[config.mk]
export PLATFORM = sky130hd
export DESIGN_NAME = fetch_sequencer
export DESIGN_NICKNAME = d
export VERILOG_FILES = /design/src/rtl/fetch_sequencer.sv
export SDC_FILE = /design/constraint.sdc
export NUM_CORES = 1
export LEC_CHECK = 0
export CAP_MARGIN = 20
export CELL_PAD_IN_SITES_DETAIL_PLACEMENT = 0
export CELL_PAD_IN_SITES_GLOBAL_PLACEMENT = 2
export CORE_AREA = 2 2 76 151
export CTS_CLUSTER_SIZE = 20
export DETAILED_ROUTE_END_ITERATION = 10
export DIE_AREA = 0 0 78 153
export PLACE_DENSITY = 0.77
export SKIP_LAST_GASP = 1
export SLEW_MARGIN = 20
export SYNTH_ARGS = -nofsm -noshare
export SYNTH_HDL_FRONTEND = slang
export SYNTH_SLANG_ARGS = --single-unit
[constraint.sdc]
create_clock -name clk -period 1.4 [get_ports clk]
set_clock_uncertainty 0.15 [all_clocks]
set_input_delay 0.28 -clock clk [delete_from_list [all_inputs] [get_ports clk]]
set_output_delay 0.28 -clock clk [all_outputs]
set_load 0.03 [all_outputs]
[src/rtl/fetch_sequencer.sv]
// rtl/fetch_sequencer.sv - instruction fetch sequencer: PC, imem addressing, one-entry output register, redirects
//
// Purpose: owns the program counter, drives the asynchronous-read instruction memory
// address from it and presents each fetched word to decode through a one-entry
// valid/ready output register. Branch redirects from execute reload the PC and
// flush any held instruction.
//
// Ports:
//   clk             - single clock, all state updates on the rising edge
//   rst             - synchronous, active-high reset
//   start           - one-cycle pulse, IDLE/HALT -> RUN
//   imem_addr       - instruction memory address (always equals the PC register)
//   imem_data       - instruction memory read data for imem_addr, same cycle
//   redirect_valid  - branch/jump taken this cycle
//   redirect_target - new PC when redirect_valid=1
//   out_valid       - out_ins/out_pc hold a valid instruction
//   out_ready       - decode accepts the held instruction this cycle
//   out_ins         - fetched instruction
//   out_pc          - address out_ins was fetched from
//   halted          - FSM is in HALT
//   running         - FSM is in RUN
//
// Optional feature macro: FETCH_HALT_DETECT_EN - an all-ones instruction is delivered
// to decode and then stops fetch (RUN -> HALT) without advancing the PC.

module fetch_sequencer #(
  parameter int PC_WIDTH  = 8,
  parameter int INS_WIDTH = 32,
  parameter int START_PC  = 0
) (
  input  logic                 clk,
  input  logic                 rst,
  input  logic                 start,
  output logic [PC_WIDTH-1:0]  imem_addr,
  input  logic [INS_WIDTH-1:0] imem_data,
  input  logic                 redirect_valid,
  input  logic [PC_WIDTH-1:0]  redirect_target,
  output logic                 out_valid,
  input  logic                 out_ready,
  output logic [INS_WIDTH-1:0] out_ins,
  output logic [PC_WIDTH-1:0]  out_pc,
  output logic                 halted,
  output logic                 running
);

  typedef enum logic [1:0] {
    IDLE = 2'd0,
    RUN  = 2'd1,
    HALT = 2'd2
  } fetchState_t;

  fetchState_t         state;
  fetchState_t         stateNext;
  logic [PC_WIDTH-1:0] pc;
  logic                fetchFire;
  logic                haltHit;

  assign imem_addr = pc;
  assign running   = (state == RUN);
  assign halted    = (state == HALT);

  // A redirect always wins over a fetch; otherwise fetch whenever the output
  // register is empty or being emptied by decode this cycle.
  assign fetchFire = running && !redirect_valid && (!out_valid || out_ready);

`ifdef FETCH_HALT_DETECT_EN
  assign haltHit = fetchFire && (imem_data == {INS_WIDTH{1'b1}});
`else
  assign haltHit = 1'b0;
`endif

  always_ff @(posedge clk) begin
    if (rst) begin
      state <= IDLE;
    end else begin
      state <= stateNext;
    end
  end

  always_comb begin
    stateNext = state;
    case (state)
      IDLE:    if (start)   stateNext = RUN;
      RUN:     if (haltHit) stateNext = HALT;
      HALT:    if (start)   stateNext = RUN;
      default: stateNext = IDLE;
    endcase
  end

  always_ff @(posedge clk) begin
    if (rst) begin
      pc        <= PC_WIDTH'(START_PC);
      out_valid <= 1'b0;
      out_ins   <= '0;
      out_pc    <= '0;
    end else if (redirect_valid) begin
      // Flush even an unaccepted instruction; out_ins/out_pc keep stale values.
      pc        <= redirect_target;
      out_valid <= 1'b0;
    end else if (fetchFire) begin
      out_valid <= 1'b1;
      out_ins   <= imem_data;
      out_pc    <= pc;
      // A halting word leaves the PC on itself so a later start re-fetches it.
      if (!haltHit) begin
        pc <= pc + PC_WIDTH'(1);
      end
    end else if (out_ready) begin
      out_valid <= 1'b0;
    end
  end

endmodule

==> flow_results.org <==
** STA
- Final min period :: 1.59 ns
- Worst Hold Margin :: 0.257 ns
- The number of endpoints with negative hold slack in the final report was 0.
- For this run, the top clock speed supported by timing is 628 MHz.
- RSZ-0062 raised after global routing :: yes
- The final-report max-slew violation count is 0.
- Final setup fails :: 44
- Across all setup checks in the final design, the least slack found is -0.191 ns.
- Final cycle utilization of the critical path :: 1.14

** Logic synthesis
- Of all flip-flops after synthesis, the portion carrying an async set or reset was 0.
- Register bit count reported by yosys :: 50
- Mapped Cells :: 244
- Yosys Warn Count :: 0
- Synthesis instantiated 29 different standard cells from the library.
- Post-synthesis sequential area ratio :: 0.498
- Averaged over all synthesized cells, the footprint is 8.23 um^2.
- Synthesis produced a netlist with a net count of 290.
- Top_reg_cell synth :: dfxtp_1
- Number of flops mapped to enable cells by yosys :: 0
- The mapped netlist covers 2010 um^2.

** Placed design
- Number of port buffers :: 94
- Post-placement cell area :: 3100 um^2
- The congestion estimate from routability-driven global placement came to 0.661.
- Including well taps, the total number of placed cells is 477.
- Post-DP HPWL :: 4500 um

** Critical path
- Crit path from :: out_valid
- The number of cells on the worst reg-to-reg path is 5.
- Arrival time of data at the critical path endpoint :: 1.62 ns
- Reg2Reg Capture Point :: out_ins[3]
- Critical path's largest stage delay :: 0.50 ns
- Worst setup slack for register-to-register paths :: -0.19 ns
- Reg2Reg Launch Point :: out_valid
- Critical path startpoint category :: register
- Data required time of the worst path :: 1.43 ns
- Cells along the critical path :: nor2b_4, or3_4, clkbuf_16, nand2_1, a21oi_2
- For this design, the slowest cell found on the critical path is or3_4.
- STA classifies the critical path endpoint as a register.
- In this run the worst setup path terminates at out_ins[3].
- Maximum net fanout on the critical path :: 8
- By startpoint and endpoint, the worst setup path is classified as register to register.

** Cells and area
- The library cell used most frequently in the layout, excluding fill and tap cells, is buf_4.
- Design area :: 3800 um^2
- Area added between synthesis and finish :: 89.5%
- The repair_antennas step left the layout with diodes totalling 0.
- Of the cells placed in the final design, the portion with a size suffix greater than 1 is 0.483.
- Fill cell instance count of the final layout :: 1,150
- Excluding fillers, the count of instances in the completed layout stands at 496.
- After the last flow step, the layout net total stands at 401.
- The top cell types in the final layout, fill and taps aside, are 59 x buf_4, 49 x nand2_1, 42 x dfxtp_1, 41 x clkdlybuf4s50_1, 30 x a21oi_2.

** Routing
- After detailed routing, the number of remaining DRC violations is 0.
- Remaining antenna violation count :: 0
- The first detailed-routing pass took 4 iterations.
- Post-Route WL :: 7320 um
- Summing over every cut layer, the via total after detailed routing is 2,059.
- Dividing the detail-routed wire length by the instance count gives 14.8 um.
- Detailed-route vias per instance :: 4.15
- DRC violation total after the first TritonRoute iteration :: 31

** Run status
- Violations in the final reports :: negative setup slack
- Run status :: complete, but fails checks

** Die
- Cell Rows :: 54
- For this configuration, the core starts out at a cell density of 0.186.
- In this run the count of I/O pins placed on the die edge is 96.
- Die Ht :: 153 um
- Die area :: 11,900 um^2
- From left edge to right edge, the die measures 78 um.
- Core area :: 10,800 um^2

** Global routing
- Initial antenna violation count :: 0
- Wire length of the first global-routing pass :: 10,400 um
- The via count of the first global-routing pass is 2,033.
- Global routing finished with a remaining overflow of 0.
- Entering global routing, the biggest net connects 32 pins.
- For this run, the total global-route usage over all layers was measured as 0.115.

** Clocking
- Buffers inserted during clock tree synthesis total 5.
- Clock Root Buffer :: clkbuf_16
- CTS tree :: yes
- Clock Tree Buf Depth :: 2
- Insertion delay to the later sink of the worst-skew pair :: 0.29 ns
- After clock tree synthesis, the clock-pin slew on the worst setup and hold paths is 0.07 ns.
- Sinks on Clock Net :: 50
- Count of H-tree levels built during CTS :: 2

** Worst hold path
- The path class of the tightest hold or removal check is input pin to register.

** Power and ir drop
- Power spread over the standard cell area amounts to 964 nW/um^2.
- The analysis attributes to cell leakage a power of 1.52 nW.
- Worst IR Drop VDD :: 0.505 mV
- The completed layout was analyzed and its total power is 3.67 mW.

** Job
- The tool flagged a number of max-cap violations equal to 0.
report_power, final:
group / switching, mW / leakage (nW) / internal, mW
Clock: 0.525 / 0.0832 / 0.810
Combinational: 0.403 / 1.03 / 0.386
Sequential: 0.0541 / 0.412 / 1.49
cell type report:
| type | instances | area, um^2 | area share |
|---|---|---|---|
| Timing Repair Buffer | 123 | 1260 | 0.330 |
| Multi-Input combinational cell | 168 | 1160 | 0.305 |
| Sequential cell | 50 | 1020 | 0.268 |
| Tap cell | 140 | 175 | 0.0460 |
| Clock buffer | 8 | 166 | 0.0437 |
| Inverter | 7 | 26.3 | 0.00691 |
critical path, delay by kind of cell, from the launching register on:
kind,cells,cell delay [ns]
AOI/OAI and AO/OA,1,0.05
and+or+nand+nor,3,0.72
buffers and inverters,1,0.23
DFF,1,0.34
state kept, by name (all words and copies together) (netlist names):
signal	count
out_valid	1
state	1
imem_addr	8
out_pc	8
out_ins	32
through the flow:
| stage | TNS, ns | util | setup WS, ns |
|---|---|---|---|
| 2_1_floorplan | -7.11 | - | -0.195 |
| 3_3_place_gp | -24.38 | 0.287 | -0.555 |
| 3_5_place_dp | -24.82 | 0.287 | -0.571 |
| 4_1_cts | -3.98 | 0.327 | -0.108 |
| 5_1_grt | -8.00 | 0.352 | -0.226 |
| 6_report | -6.11 | 0.352 | -0.191 |
worst min path at each step:
stage	startpoint	endpoint	slack, ns	depth (start not counted)
floorplan	start	state[0]	0.25	2
global placement	out_ins[10]	out_ins[10]	0.29	2
detailed placement	out_ins[19]	out_ins[19]	0.30	2
CTS	rst	out_pc[1]	0.25	3
global route	rst	out_ins[27]	0.27	3
finish	rst	out_ins[22]	0.26	3
Yosys cell counts, types with 4 or more instances:
| cell | number | area (um^2) |
|---|---|---|
| a21oi_1 | 39 | 195 |
| a21oi_2 | 8 | 70.1 |
| buf_2 | 4 | 20.0 |
| buf_6 | 6 | 67.6 |
| clkbuf_1 | 8 | 30.0 |
| dfxtp_1 | 50 | 1000 |
| inv_1 | 6 | 22.5 |
| nand2_1 | 74 | 278 |
| nand2_2 | 10 | 62.6 |
| nor3_1 | 5 | 25.0 |
| o21a_1 | 6 | 45.0 |
| xor2_1 | 5 | 43.8 |
cells by family (layout without fill, tap and decap cells):
family | after synthesis | count (layout) | share of synthesized area
flip-flops | 50 | 50 | 0.498
XOR/XNOR | 6 | 6 | 0.0262
other | 1 | 1 | 0.00187
adder cells (fa/ha/maj) | 1 | 1 | 0.00623
AO/OA/AOI/OAI | 57 | 57 | 0.168
AND/OR/NAND/NOR | 103 | 103 | 0.224
buffers and inverters | 26 | 138 | 0.0754
metal layers:
| layer | share of wire | GRT usage | up-vias |
|---|---|---|---|
| met1 | 0.35 | 0.110 | 984 |
| met3 | 0.027 | 0.0136 | 7 |
| met5 | 0 | 0 | - |
| met4 | 0.017 | 0.0451 | 0 |
| li1 | - | - | 1016 |
| met2 | 0.61 | 0.235 | 52 |
timing repair:
action	in CTS	in global routing
pin swaps	9	29
hold buffers	0	0
buffers inserted	6	0
gates cloned	4	3
gates resized for setup	25	64
setup endpoints to repair	48	46
Power figures use the tool's default switching activity.
